## src/rtl/pic_sequencer.sv

```systemverilog
// pic_sequencer: rotating-priority interrupt resolver with INTA sequencing, ISR, EOI and poll
// Ports: clock, reset_n (sync, active-low); irq_request/irq_mask from the IRR logic;
//   vector_base, mode_8086, auto_eoi, auto_rotate configuration; eoi_* EOI command strobe;
//   poll_request/read_strobe CPU poll; interrupt_acknowledge_n INTA in; interrupt_to_cpu INT out;
//   data_out/data_out_valid bus byte; in_service ISR; clear_interrupt_request pulse to IRR;
//   priority_base current highest-priority level; busy when not READY.
module pic_sequencer #(
   parameter int NUM_IRQ = 8,
   parameter int VECTOR_W = 8,
   localparam int ID_W = $clog2(NUM_IRQ)
) (
   input  logic                clock,
   input  logic                reset_n,
   input  logic [NUM_IRQ-1:0]  irq_request,
   input  logic [NUM_IRQ-1:0]  irq_mask,
   input  logic [VECTOR_W-1:0] vector_base,
   input  logic                mode_8086,
   input  logic                auto_eoi,
   input  logic                auto_rotate,
   input  logic                eoi_valid,
   input  logic                eoi_specific,
   input  logic                eoi_rotate,
   input  logic [ID_W-1:0]     eoi_level,
   input  logic                poll_request,
   input  logic                read_strobe,
   input  logic                interrupt_acknowledge_n,
   output logic                interrupt_to_cpu,
   output logic [VECTOR_W-1:0] data_out,
   output logic                data_out_valid,
   output logic [NUM_IRQ-1:0]  in_service,
   output logic [NUM_IRQ-1:0]  clear_interrupt_request,
   output logic [ID_W-1:0]     priority_base,
   output logic                busy
);
   typedef enum logic [2:0] {READY, ACK1, ACK2, ACK3, POLL} state_t;
   state_t state, state_next;
   logic inta_prev, fall, rise, eos, take, poll_rd;
   logic [ID_W-1:0] id, lvl, cand_id, isr_id, eoi_id, base_next;
   logic cand_valid, isr_valid, eoi_clr, bus_dv, dv_next;
   logic [NUM_IRQ-1:0] set_mask, clr_mask, isr_next;
   logic [VECTOR_W-1:0] vec, poll_byte, bus_val, dout_next;
   assign fall = inta_prev & ~interrupt_acknowledge_n;
   assign rise = ~inta_prev & interrupt_acknowledge_n;
   assign busy = state != READY;
   // Scan from priority_base upward; the first set ISR bit blocks every level after it,
   // including itself, which gives fully nested behaviour.
   always_comb begin
      lvl = '0;
      cand_valid = 1'b0;
      cand_id = '1;
      isr_valid = 1'b0;
      isr_id = '0;
      for (int k = 0; k < NUM_IRQ; k++) begin
         lvl = priority_base + ID_W'(k);
         if (!isr_valid && in_service[lvl]) begin
            isr_valid = 1'b1;
            isr_id = lvl;
         end
         if (!isr_valid && !cand_valid && irq_request[lvl] && !irq_mask[lvl]) begin
            cand_valid = 1'b1;
            cand_id = lvl;
         end
      end
   end
   always_comb begin
      state_next = state;
      case (state)
         READY: state_next = fall ? ACK1 : poll_request ? POLL : READY;
         ACK1:  state_next = rise ? ACK2 : ACK1;
         ACK2:  state_next = rise ? (mode_8086 ? READY : ACK3) : ACK2;
         ACK3:  state_next = rise ? READY : ACK3;
         POLL:  state_next = read_strobe ? READY : POLL;
         default: state_next = READY;
      endcase
   end
   always_comb begin
      eos = rise & (state == ACK3 | (state == ACK2 & mode_8086));
      take = state == READY & fall;
      poll_rd = state == POLL & read_strobe;
      set_mask = ((take | poll_rd) & cand_valid) ? NUM_IRQ'(1) << cand_id : '0;
      eoi_clr = eoi_valid & (eoi_specific | isr_valid);
      eoi_id = eoi_specific ? eoi_level : isr_id;
      clr_mask = (eoi_clr ? NUM_IRQ'(1) << eoi_id : '0) | ((eos & auto_eoi) ? NUM_IRQ'(1) << id : '0);
      isr_next = (in_service & ~clr_mask) | set_mask;
      base_next = (eoi_clr & eoi_rotate) ? eoi_id + ID_W'(1) :
                  (eos & auto_eoi & auto_rotate) ? id + ID_W'(1) : priority_base;
      vec = vector_base;
      vec[ID_W-1:0] = id;
      poll_byte = '0;
      poll_byte[VECTOR_W-1] = cand_valid;
      poll_byte[ID_W-1:0] = cand_valid ? cand_id : '0;
      // Bus contents follow the state the sequence is in while INTA is held low.
      bus_dv = ~interrupt_acknowledge_n & ((state_next == ACK1 & ~mode_8086) | state_next == ACK2 | state_next == ACK3);
      bus_val = state_next == ACK1 ? VECTOR_W'(8'hCD) : state_next == ACK2 ? vec : '0;
      dv_next = poll_rd | bus_dv;
      dout_next = poll_rd ? poll_byte : bus_dv ? bus_val : '0;
   end
   always_ff @(posedge clock) begin
      if (!reset_n) begin
         state <= READY;
         inta_prev <= 1'b1;
         id <= '0;
         in_service <= '0;
         priority_base <= '0;
         interrupt_to_cpu <= 1'b0;
         data_out <= '0;
         data_out_valid <= 1'b0;
         clear_interrupt_request <= '0;
      end else begin
         state <= state_next;
         inta_prev <= interrupt_acknowledge_n;
         if (take) id <= cand_id;
         in_service <= isr_next;
         priority_base <= base_next;
         interrupt_to_cpu <= state == READY & cand_valid;
         data_out <= dout_next;
         data_out_valid <= dv_next;
         clear_interrupt_request <= set_mask;
      end
   end
endmodule

```

## config.mk

```make
export PLATFORM = sky130hd
export DESIGN_NAME = pic_sequencer
export DESIGN_NICKNAME = d
export VERILOG_FILES = /design/src/rtl/pic_sequencer.sv
export SDC_FILE = /design/constraint.sdc
export NUM_CORES = 1
export LEC_CHECK = 0
export ABC_AREA = 1
export BUFFER_PORTS_ARGS = -buffer_cell sky130_fd_sc_hd__buf_2
export CORE_ASPECT_RATIO = 1.4
export CORE_UTILIZATION = 30
export CTS_CLUSTER_SIZE = 40
export DETAILED_ROUTE_END_ITERATION = 8
export SLEW_MARGIN = 20
export SYNTH_ARGS = -nofsm -noshare
export SYNTH_HDL_FRONTEND = slang
export SYNTH_SLANG_ARGS = --single-unit
```

## constraint.sdc

```tcl
create_clock -name clock -period 4.3 [get_ports clock]
set_input_delay 0 -clock clock [delete_from_list [all_inputs] [get_ports clock]]
set_output_delay 0 -clock clock [all_outputs]
set_load 0.005 [all_outputs]
```

* Word-level counts from Yosys, hierarchy flattened
Cells that the tools add are included.
** Storage, ports and cells
- Flip-flop bits (word level) :: 36
- Bits in latches :: 0
- RAM bits :: 0
- Memory bits (read-only) :: 0
- Input bits :: 38
- Output and inout bits :: 30
- Logic and storage cells :: 225
- Memories kept :: 0
** Cells by class
- Add/sub/neg operators :: 9
- $mul :: 0
- Div/mod/pow operators :: 0
- $lt $le $gt $ge :: 8
- Eq/ne operators :: 7
- Shift operators :: 3
- Multiplexer cells :: 99
- Bitwise gates (word level) :: 30
- Reductions and logical operators :: 58
** Operators with widths (number)
- 1-bit binary-select mux with 3-bit select :: 24
- 3-bit 2-to-1 mux :: 23
- 8-bit 2-to-1 mux :: 7
- 1-bit 2-to-1 mux :: 40
- 3-bit by 4-bit less-than comparator with 1-bit output (second input constant) :: 8
- 1-bit logical AND :: 30
- 1-bit by 3-bit left shift with 8-bit output (first input constant) :: 3
- 1-bit zero test :: 23
- 8-bit bitwise OR :: 2
- 3-bit case mux with 5 select lines :: 1
- 1-bit bitwise AND :: 14
- 3-bit adder (second input constant) :: 4
- 3-bit by 2-bit equality test with 1-bit output (second input constant) :: 4
- 3-bit by 1-bit adder with 3-bit output (second input constant) :: 3
- 8-bit bitwise AND :: 1
- 2-bit 2-to-1 mux :: 4
- 8-bit NOT :: 1
- 3-bit by 2-bit adder with 3-bit output (second input constant) :: 2
- 3-bit by 1-bit equality test with 1-bit output (second input constant) :: 2
- 1-bit NOT :: 6
- 1-bit bitwise OR :: 6
- 5-bit OR reduction :: 1
- 3-bit equality test (second input constant) :: 1
- 3-bit zero test :: 1
- other kinds (3) :: 3

* Depth between registers and ports, before layout
Gate-level depths: netlist of run 1.
- Depth in word-level cells :: 45
- Gate-level depth with buffers :: 25

* Worst setup path before layout of run 1
Ideal clock, no wire load.
- Kind :: flip-flop to flip-flop
- From :: reg priority_base[1]
- To :: reg priority_base[2]
- Arrival time :: 3.085 ns
- Required time :: 4.186 ns
- Path slack :: 1.101 ns
- Stages on the path, launching flop included :: 23
- Path buffers :: 4
- Period minus slack after synthesis :: 3.199 ns
- Path through :: dfxtp_1 buf_4 inv_2 buf_6 buf_2 ha_1 buf_2 nand3_1 nand3_1 nand2_2 nor2_4 nand4_4 nor2_8 nand3b_1 nand2_1 nand2_1 nand3_1 nand2_1 o21ai_1 ha_1 nor2_1 o21bai_1 inv_1
** On the way
- Word-level cells in the longest chain between the ends :: 28
** RTL lines
- start: declaration :: line 32 : output logic [ID_W-1:0] priority_base,
- start signal: assignment :: line 114 : priority_base <= base_next;
- parallel branches: the longest is 28 deep, another holds 3-bit by 1-bit adder with 3-bit output
Parallel ways; which one is timed is not known. The select of a mux whose other input is x is not followed.
A chain may end at the register's enable or synchronous reset.

* Worst setup path after layout of run 1
- From :: reg priority_base[0]
- To :: reg priority_base[2]
Same word-level chain as after synthesis.

==> flow_metrics.env, run 1 <==
export IMPL_initial_utilization_pct=31.2
export IMPL_final_hold_violating_endpoints=1
export IMPL_dpl_hpwl_mm=8.21
export IMPL_cts_resized_gates=0
export IMPL_finalNetCount=660
export IMPL_layout_filler_cells=1158
export IMPL_clk_path_buf_depth=2
export IMPL_clock_sink_count=36
export IMPL_synth_top_area_share_pct=22.1
export IMPL_reg2reg_from="priority_base[0]"
export IMPL_path_buf_inv=3
export IMPL_grtUsageMet3_pct=2.62
export IMPL_synth_largest_area_cell="sky130_fd_sc_hd__dfxtp_1"
export IMPL_power_density_nw_per_um2=957
export IMPL_timing_critical_path_slowest_cell_delay_ns=0.58
export IMPL_criticalPathCategory="reg2reg"
export IMPL_routedWlPerCell_um=13.6
export IMPL_grt_pass1_vias=3673
export IMPL_clock_tree_from_tritoncts="yes"
export IMPL_chipHeight_um=125
export IMPL_die_width_um=90.2
export IMPL_synth_yosys_warnings=0
export IMPL_post_route_period_util_pct=83.1
export IMPL_antenna_diode_instance_count=0
export IMPL_timing_final_setup_violations=0
export IMPL_fin_skew_ns=0.00266
export IMPL_critical_path_reg2reg_endpoint="priority_base[2]"
export IMPL_cts_clk_slew_worst_paths_ns=0.06
export IMPL_grt_antenna_before_repair=0
export IMPL_max_slew_margin_rel_pct=49.7
export IMPL_cpMostUsedCell="sky130_fd_sc_hd__nand2_1"
export IMPL_type_of_the_worst_min_delay_path="in2reg"
export IMPL_cts_repair_timing_setup_buffer_count=0
export IMPL_num_rows=44
export IMPL_worst_path_dominant_cell_family="simple AND/OR/NAND/NOR gates"
export IMPL_slew_at_the_pin_closest_to_its_max_slew_limit_ns=0.754
export IMPL_overflow=0
export IMPL_worstSetupEndpointType="flip-flop"
export IMPL_design_portCount=68
export IMPL_drt_antenna_violating_nets=0
export IMPL_detailroute_via_count=3796
export IMPL_slew_violations=0
export IMPL_synth_net_count=596
export IMPL_core_area_um2=10500
export IMPL_design_die_area_um2=11300
export IMPL_critical_path_slowest_cell="sky130_fd_sc_hd__ha_1"
export IMPL_worst_r2r_path_depth=20
export IMPL_route_detailed_vias_per_inst=5.01
export IMPL_finalWeightedCongestion=0.877
export IMPL_gr_usage_met2_pct=37.3
export IMPL_holdCritStartpoint="poll_request"
export IMPL_synth_seq_cells=36
export IMPL_post_place_cells=745
export IMPL_synth_yosys_seq_area_share_pct=22.1
export IMPL_drive_above_1_share_pct=19.7
export IMPL_netlist_top_cells_area="sky130_fd_sc_hd__dfxtp_1 (22%), sky130_fd_sc_hd__nand2_1 (19%), sky130_fd_sc_hd__nand3_1 (12%)"
export IMPL_synthCells=555
export IMPL_postRouteWirelength_mm=10.3
export IMPL_cts_hold_buffers=5
export IMPL_area_delta_synth_final_pct=18.9
export IMPL_insertion_delay_ns=0.28
export IMPL_maxClockFrequency_ghz=0.280
export IMPL_layer_with_the_highest_usage="met2"
export IMPL_final_period_minus_worst_setup_slack_ns=3.57
export IMPL_largest_net_degree_at_the_start_of_global_routing=33
export IMPL_worst_path_max_fanout=24
export IMPL_violated_checks="hold timing"
export IMPL_first_pass_iters=4
export IMPL_min_delay_worst_endpoint="state[2]"
export IMPL_syn_cell_area_um2=3270
export IMPL_min_delay_path_depth=3
export IMPL_avgSynthCellArea_um2=5.89
export IMPL_synth_cell_type_count=42
export IMPL_fin_tns_setup_ns=0
export IMPL_grt_usage_pct=18.3
export IMPL_grt_setup_unrepaired="no"
export IMPL_r2r_setup_slack_ns=0.73
export IMPL_vdd_ir_drop_max_v=0.000406
export IMPL_globalRouteMet1Util_pct=17.2
export IMPL_status="finished with violations"
export IMPL_fin_total_pwr_w=0.00372
export IMPL_drc=0
export IMPL_drt_initial_drc_count=214
export IMPL_ctsHtreeMaxLevel=2
export IMPL_max_cap_viol_count=0
export IMPL_worst_ep_required_time_ns=4.48
export IMPL_port_buffers=64
export IMPL_numCtsBuffers=5
export IMPL_clk_root_buffer_cell="sky130_fd_sc_hd__clkbuf_16"
export IMPL_post_layout_nonfiller_instances=758
export IMPL_crit_path_start_kind="flip-flop"
export IMPL_worst_path_cell_chain="inv_2 > ha_1 > clkinv_1 > nand3_1 > nand2_1 > nand2_1 > nand2_1 > nand4_4 > nor2_8 > nand3b_1 > nand2_1 > nor2_1 > nor2_1 > nor2_1 > o21ai_0 > ha_1 > nand2_1 > nand2_1 > o21bai_1 > inv_1"
export IMPL_static_leakage_power_nw=2.02
export IMPL_global_route_wire_length_before_repair_mm=16.7
export IMPL_worst_hold_slack_ns=-0.00277
export IMPL_worst_endpoint_arrival_ns=3.75
-- per-stage QoR --
stage | instance area (µm²) | worst slack [ns] | hold WS [ns] | utilization (%)
4_1_cts | 3880 | 0.705 | 0.00832 | 37.1
5_1_grt | 3880 | 0.252 | 0.0470 | 37.1
2_1_floorplan | 3270 | 1.10 | 0.112 | -
6_report | 3880 | 0.728 | -0.00277 | 37.1
3_3_place_gp | 3690 | 0.756 | 0.219 | 35.3
3_5_place_dp | 3690 | 0.718 | 0.224 | 35.3
-- cells in the final DEF, fill, tap and decap left out, types with 2 or more instances in the layout --
master,count
sky130_fd_sc_hd__o21ai_0,19
sky130_fd_sc_hd__a21oi_1,17
sky130_fd_sc_hd__nand3_2,8
sky130_fd_sc_hd__nor2_2,2
sky130_fd_sc_hd__o22ai_1,2
sky130_fd_sc_hd__xor2_2,2
sky130_fd_sc_hd__nand2_1,169
sky130_fd_sc_hd__buf_4,3
sky130_fd_sc_hd__nand2_4,2
sky130_fd_sc_hd__nand3b_1,2
sky130_fd_sc_hd__nor3b_1,2
sky130_fd_sc_hd__o21ai_1,11
sky130_fd_sc_hd__nor3_1,7
sky130_fd_sc_hd__dfxtp_1,36
sky130_fd_sc_hd__clkinv_1,3
sky130_fd_sc_hd__nor2_1,54
sky130_fd_sc_hd__buf_2,64
sky130_fd_sc_hd__clkbuf_16,5
sky130_fd_sc_hd__nand3_1,77
sky130_fd_sc_hd__inv_1,57
sky130_fd_sc_hd__and2_1,4
sky130_fd_sc_hd__dlygate4sd3_1,5
sky130_fd_sc_hd__clkinv_2,2
sky130_fd_sc_hd__xnor2_2,2
sky130_fd_sc_hd__o21bai_1,3
sky130_fd_sc_hd__nor2_4,3
sky130_fd_sc_hd__nand4_1,24
sky130_fd_sc_hd__nand2_2,8
sky130_fd_sc_hd__inv_2,11
sky130_fd_sc_hd__ha_1,3
-- synth_stat cells, drive strengths merged --
| cell | instances |
|---|---|
| nand2 | 179 |
| nand3 | 85 |
| inv | 68 |
| nor2 | 60 |
| dfxtp | 36 |
| o21ai | 31 |
| nand4 | 25 |
| a21oi | 18 |
| buf | 13 |
| nor3 | 9 |
| and2 | 4 |
| clkinv | 3 |
| ha | 3 |
| nand3b | 3 |
| o21bai | 3 |
| a31oi | 2 |
| clkbuf | 2 |
| nor3b | 2 |
| o22ai | 2 |
| xnor2 | 2 |
| xor2 | 2 |
| a21o | 1 |
| a32oi | 1 |
| or2 | 1 |
-- how the worst max path moves through the flow --
stage                     start               end  slack [ns]  cells after the start
3_3_place_gp   priority_base[0]  priority_base[2]        0.76                     18
6_report       priority_base[0]  priority_base[2]        0.73                     20
4_1_cts        priority_base[0]  priority_base[2]        0.71                     20
3_5_place_dp   priority_base[0]  priority_base[2]        0.72                     18
2_1_floorplan  priority_base[1]  priority_base[2]        1.10                     22
5_1_grt        priority_base[0]  priority_base[2]        0.25                     18
-- cell families (layout without fill, tap and decap cells) --
kind of cell | count (synthesis) | count (layout) | synth area share [%]
buffers and inverters | 86 | 151 | 11.0
adder cells (fa/ha/maj) | 3 | 3 | 1.15
flip-flops | 36 | 36 | 22.1
XOR/XNOR | 4 | 4 | 1.99
AO/OA/AOI/OAI | 58 | 58 | 10.1
AND/OR/NAND/NOR | 368 | 368 | 53.7
-- cell type report --
cell class	count	area [µm²]	share of cell area (%)
clock buffer	5	125	3.22
clock inverter	3	18.8	0.483
inverter	71	267	6.86
multi-input combinational	433	2190	56.3
sequential	36	721	18.6
tap	138	173	4.44
timing repair buffer	72	393	10.1
-- power breakdown --
group          total [W]  switching [W]  internal [W]  leakage (nW)
combinational    0.00286        0.00199      0.000870          1.66
sequential      0.000501      0.0000901      0.000411         0.293
clock           0.000358       0.000145      0.000213        0.0736
-- flip-flops by register name, summed over array words and instances, names as in the netlist --
signal                   flops
clear_interrupt_request      8
data_out                     8
in_service                   8
id                           3
priority_base                3
state                        3
data_out_valid               1
inta_prev                    1
interrupt_to_cpu             1
-- per-layer routing --
layer / vias up / routed length (µm)
met5: - / 0
met4: 0 / 376
met3: 27 / 412
met1: 1727 / 3930
met2: 104 / 5610
li1: 1938 / -
-- worst reg2reg max path: stages, from the launching register on --
cell	delay, ns
sky130_fd_sc_hd__dfxtp_1	0.34
sky130_fd_sc_hd__inv_2	0.17
sky130_fd_sc_hd__ha_1	0.58
sky130_fd_sc_hd__clkinv_1	0.36
sky130_fd_sc_hd__nand3_1	0.23
sky130_fd_sc_hd__nand2_1	0.06
sky130_fd_sc_hd__nand2_1	0.06
sky130_fd_sc_hd__nand2_1	0.15
sky130_fd_sc_hd__nand4_4	0.23
sky130_fd_sc_hd__nor2_8	0.07
sky130_fd_sc_hd__nand3b_1	0.14
sky130_fd_sc_hd__nand2_1	0.07
sky130_fd_sc_hd__nor2_1	0.14
sky130_fd_sc_hd__nor2_1	0.07
sky130_fd_sc_hd__nor2_1	0.21
sky130_fd_sc_hd__o21ai_0	0.12
sky130_fd_sc_hd__ha_1	0.20
sky130_fd_sc_hd__nand2_1	0.07
sky130_fd_sc_hd__nand2_1	0.05
sky130_fd_sc_hd__o21bai_1	0.12
sky130_fd_sc_hd__inv_1	0.04
No activity file was read; power rests on OpenSTA's default activity.
==> run 2: changes to the inputs <==
Clock period 4.3 ns to 3.2 ns, I/O delays scaled along.
==> flow_metrics.env, run 2 (synthesis results as in run 1) <==
export IMPL_status="completed"
export IMPL_worst_path_cell_chain="buf_4 > xor2_2 > inv_2 > nand2_1 > nand2_1 > nand4_4 > buf_4 > inv_2 > nand2_1 > nand3_2 > nor2_4 > nand3_2 > nand2_1 > inv_2 > nand2_2 > nand2_4 > nor2_2 > nand3_1 > nand2_1"
export IMPL_grt_usage_pct=19.3
export IMPL_worst_ep_required_time_ns=3.42
export IMPL_antenna_diode_instance_count=0
export IMPL_cpMostUsedCell="sky130_fd_sc_hd__nand2_1"
export IMPL_placed_cell_areas_um2=3830
export IMPL_min_delay_path_depth=3
export IMPL_post_place_cells=764
export IMPL_clk_path_buf_depth=2
export IMPL_initial_utilization_pct=31.2
export IMPL_cts_repair_timing_setup_buffer_count=0
export IMPL_worst_r2r_path_depth=19
export IMPL_cts_clk_slew_worst_paths_ns=0.05
export IMPL_global_route_wire_length_before_repair_mm=17.5
export IMPL_route_detailed_vias_per_inst=4.98
export IMPL_numCtsBuffers=5
export IMPL_criticalPathCategory="reg2reg"
export IMPL_clk_root_buffer_cell="sky130_fd_sc_hd__clkbuf_16"
export IMPL_type_of_the_worst_min_delay_path="in2reg"
export IMPL_drc=0
export IMPL_slew_violations=0
export IMPL_ctsHtreeMaxLevel=2
export IMPL_finish_instance_area_um2=4090
export IMPL_fin_tns_setup_ns=0
export IMPL_routedWlPerCell_um=13.6
export IMPL_layout_cells_most_common_list="sky130_fd_sc_hd__nand2_1 (168), sky130_fd_sc_hd__nand3_1 (77), sky130_fd_sc_hd__buf_2 (64)"
export IMPL_critical_path_slowest_cell="sky130_fd_sc_hd__xor2_2"
export IMPL_largest_net_degree_at_the_start_of_global_routing=24
export IMPL_design_portCount=68
export IMPL_dpl_hpwl_mm=8.62
export IMPL_timing_final_setup_violations=0
export IMPL_num_rows=44
export IMPL_design_die_area_um2=11300
export IMPL_grt_setup_unrepaired="no"
export IMPL_timing_critical_path_slowest_cell_delay_ns=0.44
export IMPL_fin_skew_ns=0.00442
export IMPL_final_period_minus_worst_setup_slack_ns=2.94
export IMPL_final_hold_violating_endpoints=0
export IMPL_max_cap_viol_count=0
export IMPL_die_width_um=90.2
export IMPL_overflow=0
export IMPL_clock_sink_count=36
export IMPL_detailroute_via_count=3878
export IMPL_post_layout_nonfiller_instances=778
export IMPL_worstSetupEndpointType="flip-flop"
export IMPL_drt_initial_drc_count=193
export IMPL_crit_path_start_kind="flip-flop"
export IMPL_vdd_ir_drop_max_v=0.000530
export IMPL_maxClockFrequency_ghz=0.341
export IMPL_finalWeightedCongestion=0.889
export IMPL_worst_path_max_fanout=12
export IMPL_insertion_delay_ns=0.28
export IMPL_drive_above_1_share_pct=22.8
export IMPL_port_buffers=64
export IMPL_ff_latch_area_um2=722
export IMPL_postRouteWirelength_mm=10.6
export IMPL_biggestRegsByFlops="clear_interrupt_request (8), data_out (8), in_service (8)"
export IMPL_finalNetCount=680
export IMPL_post_route_period_util_pct=91.8
export IMPL_slew_at_the_pin_closest_to_its_max_slew_limit_ns=0.503
export IMPL_area_delta_synth_final_pct=25.1
export IMPL_multi_input_combinational_cell_area_um2=2220
export IMPL_first_pass_iters=4
export IMPL_core_area_um2=10500
export IMPL_grt_antenna_before_repair=0
export IMPL_chipHeight_um=125
export IMPL_layout_filler_cells=1156
export IMPL_power_density_nw_per_um2=1330
export IMPL_worst_endpoint_arrival_ns=3.16
export IMPL_critical_path_cell_count=19
export IMPL_worst_path_dominant_cell_family="simple AND/OR/NAND/NOR gates"
export IMPL_drt_antenna_violating_nets=0
export IMPL_max_slew_margin_rel_pct=66.1
export IMPL_static_leakage_power_nw=2.13
export IMPL_clock_tree_from_tritoncts="yes"
export IMPL_path_buf_inv=5
export IMPL_grt_pass1_vias=3873
export IMPL_layout_commonest_cell="sky130_fd_sc_hd__nand2_1"
export IMPL_finalCoreUtilization_pct=39.1
## run 2: changes by cell type in the layout (fill, tap and decap cells not counted), sizes merged
cell | before | now
dlygate4sd3 | 5 | 6
clkinv | 6 | 3
inv | 68 | 69
bufinv | 0 | 1
clkbuf | 5 | 6
buf | 67 | 86
## run 2: worst paths after layout
kind	slack [ns]	from	end
hold reg to reg	0.54	in_service[5]	in_service[5]
hold / removal	0.02	vector_base[7]	data_out[7]
setup reg to reg	0.26	priority_base[1]	in_service[4]
setup / recovery	0.26	priority_base[1]	in_service[4]
## run 2: tightest hold or removal path: cells and delay by family
family          cells  cell delay (ns)
compound gates      2             0.18
buf+inv             1             0.07
## run 2: stage by stage
stage	worst slack [ns]	total power (W)	hold slack, ns
after global placement	0.166	0.00477	0.219
after floorplan	0.00123	0.00364	0.112
after global routing	0.00282	0.00594	0.0679
after CTS	0.0927	0.00540	0.0156
after detailed placement	0.117	0.00482	0.222
final	0.264	0.00543	0.0224
## run 2: where the power goes
group	switching, W	leakage [nW]	internal, W
Clock	0.000182	0.0808	0.000366
Combinational	0.00281	1.76	0.00140
Sequential	0.000111	0.293	0.000554
## run 2: metal layers
metal  vias up  part of all wire [%]  global-route usage (%)
met3        25                   3.8                    2.07
met2       111                    54                    37.9
met4         0                   4.3                    11.3
li1       1976                     -                       -
met1      1766                    38                    19.1
met5         -                     0                       0
## run 2: area by class of cell
| class | instances | share of cell area, % |
|---|---|---|
| Inverter | 71 | 6.52 |
| Sequential cell | 36 | 17.7 |
| Clock inverter | 2 | 0.857 |
| Timing Repair Buffer | 92 | 13.3 |
| Multi-Input combinational cell | 433 | 54.2 |
| Clock buffer | 6 | 3.15 |
| Tap cell | 138 | 4.22 |
## run 2: repair_timing
| item | CTS | global route |
|---|---|---|
| hold buffers | 6 | 0 |
| setup endpoints to repair | 0 | 23 |
| hold endpoints to repair | 6 | 0 |
| resized for setup | 0 | 8 |
==> run 3: changes to the inputs <==
Settings changed: BUFFER_PORTS_ARGS -buffer_cell sky130_fd_sc_hd__buf_2 to -buffer_cell sky130_fd_sc_hd__buf_4.
==> flow_metrics.env, run 3 (synthesis results as in run 1) <==
export IMPL_fin_tns_setup_ns=0
export IMPL_antenna_diode_instance_count=0
export IMPL_slew_at_the_pin_closest_to_its_max_slew_limit_ns=0.483
export IMPL_final_period_minus_worst_setup_slack_ns=3.00
export IMPL_insertion_delay_ns=0.29
export IMPL_worst_path_max_fanout=6
export IMPL_criticalPathCategory="reg2reg"
export IMPL_biggestRegsByFlops="clear_interrupt_request (8), data_out (8), in_service (8)"
export IMPL_clock_sink_count=36
export IMPL_drt_antenna_violating_nets=0
export IMPL_slew_violations=0
export IMPL_design_die_area_um2=11300
export IMPL_dpl_hpwl_mm=8.83
export IMPL_overflow=0
export IMPL_placed_cell_areas_um2=4020
export IMPL_grt_setup_unrepaired="no"
export IMPL_vdd_ir_drop_max_v=0.000487
export IMPL_finalWeightedCongestion=0.873
export IMPL_initial_utilization_pct=31.2
export IMPL_critical_path_slowest_cell="sky130_fd_sc_hd__dfxtp_1"
export IMPL_grt_usage_pct=19.4
export IMPL_worst_endpoint_arrival_ns=3.16
export IMPL_routedWlPerCell_um=14.0
export IMPL_ctsHtreeMaxLevel=2
export IMPL_clk_root_buffer_cell="sky130_fd_sc_hd__clkbuf_16"
export IMPL_maxClockFrequency_ghz=0.334
export IMPL_path_buf_inv=4
export IMPL_postRouteWirelength_mm=11.0
export IMPL_timing_critical_path_slowest_cell_delay_ns=0.38
export IMPL_cts_clk_slew_worst_paths_ns=0.06
export IMPL_status="completed"
export IMPL_max_cap_viol_count=0
export IMPL_fin_skew_ns=0.00895
export IMPL_worst_r2r_path_depth=19
export IMPL_finalNetCount=686
export IMPL_fin_total_pwr_w=0.00564
export IMPL_clock_tree_from_tritoncts="yes"
export IMPL_layout_commonest_cell="sky130_fd_sc_hd__nand2_1"
export IMPL_finish_instance_area_um2=4290
export IMPL_grt_antenna_before_repair=0
export IMPL_route_detailed_vias_per_inst=5.04
export IMPL_final_hold_violating_endpoints=0
export IMPL_chipHeight_um=125
export IMPL_design_portCount=68
export IMPL_first_pass_iters=5
export IMPL_power_density_nw_per_um2=1310
export IMPL_min_delay_path_depth=3
export IMPL_worst_path_cell_chain="inv_2 > ha_4 > buf_4 > nand3_1 > nand3_2 > nand2_2 > nor2_4 > nand4_4 > buf_4 > nor3_4 > inv_1 > nor2_1 > nand2_1 > o21ai_1 > nand2_1 > nand2_2 > nand2_2 > nand3_1 > nand2_1"
export IMPL_max_slew_margin_rel_pct=67.5
export IMPL_grt_pass1_vias=3856
export IMPL_numCtsBuffers=5
export IMPL_drc=0
export IMPL_largest_net_degree_at_the_start_of_global_routing=33
export IMPL_clk_path_buf_depth=2
export IMPL_drive_above_1_share_pct=23.8
export IMPL_post_place_cells=767
export IMPL_static_leakage_power_nw=2.18
export IMPL_post_route_period_util_pct=93.6
export IMPL_crit_path_start_kind="flip-flop"
export IMPL_r2r_setup_slack_ns=0.20
export IMPL_finalCoreUtilization_pct=41.0
export IMPL_worst_path_dominant_cell_family="simple AND/OR/NAND/NOR gates"
export IMPL_critical_path_cell_count=19
export IMPL_core_area_um2=10500
export IMPL_worst_ep_required_time_ns=3.37
export IMPL_die_width_um=90.2
export IMPL_detailroute_via_count=3952
export IMPL_num_rows=44
export IMPL_type_of_the_worst_min_delay_path="in2reg"
export IMPL_area_delta_synth_final_pct=31.4
export IMPL_worstSetupEndpointType="flip-flop"
export IMPL_global_route_wire_length_before_repair_mm=17.4
export IMPL_port_buffers=64
export IMPL_drt_initial_drc_count=201
export IMPL_layout_cells_most_common_list="sky130_fd_sc_hd__nand2_1 (167), sky130_fd_sc_hd__buf_4 (90), sky130_fd_sc_hd__nand3_1 (77)"
export IMPL_post_layout_nonfiller_instances=784
export IMPL_timing_final_setup_violations=0
## run 3: cell types whose count changed in the layout (fill, tap and decap cells not counted), sizes merged
cell / delta
buf: +6
clkinv: +2
bufinv: -1
clkbuf: -1
## run 3: final timing paths
kind / endpoint / start
worst min-delay path: data_out[7] / vector_base[7]
worst min register to register: in_service[5] / in_service[5]
worst max-delay path: in_service[5] / priority_base[0]
worst max register to register: in_service[5] / priority_base[0]
## run 3: layout make-up
class                           instances  area, µm²
Tap cell                              138        173
Clock inverter                          3       18.8
Clock buffer                            5        125
Sequential cell                        36        721
Multi-Input combinational cell        433       2230
Inverter                               71        267
Timing Repair Buffer                   98        762
Fill cell                            1150       6170
## run 3: worst min-delay path, cell delays in order
cell	delay (ns)
sky130_fd_sc_hd__buf_4	0.08
sky130_fd_sc_hd__a21oi_1	0.05
sky130_fd_sc_hd__a21oi_1	0.13
## run 3: what timing repair did
action                                  4_1_cts  5_1_grt
setup buffers                                 0        3
endpoints found under the setup margin        0       21
hold buffers                                  6        0
resized for setup                             0       12
endpoints found under the hold margin         6        0
## run 3: power by group
part,switching [W],leakage [nW],internal (W)
logic,0.00290,1.82,0.00159
clock network,0.000195,0.0736,0.000287
registers,0.000109,0.293,0.000553
## run 3: stage by stage
stage / hold slack [ns] / setup slack, ns
final: 0.00774 / 0.205
after global routing: 0.0455 / 0.0121
after global placement: 0.222 / 0.175
after detailed placement: 0.232 / 0.133
after CTS: 0.0121 / 0.110
after floorplan: 0.112 / 0.00123
## run 3: layer usage
| metal | wire length [µm] | GRT usage, % | vias to the layer above | part of all wire [%] |
|---|---|---|---|---|
| met3 | 576 | 2.43 | 35 | 5.2 |
| met2 | 6090 | 39.6 | 142 | 55 |
| met5 | 0 | 0 | - | 0 |
| met1 | 3780 | 17.4 | 1786 | 34 |
| li1 | - | - | 1989 | - |
| met4 | 563 | 12.4 | 0 | 5.1 |
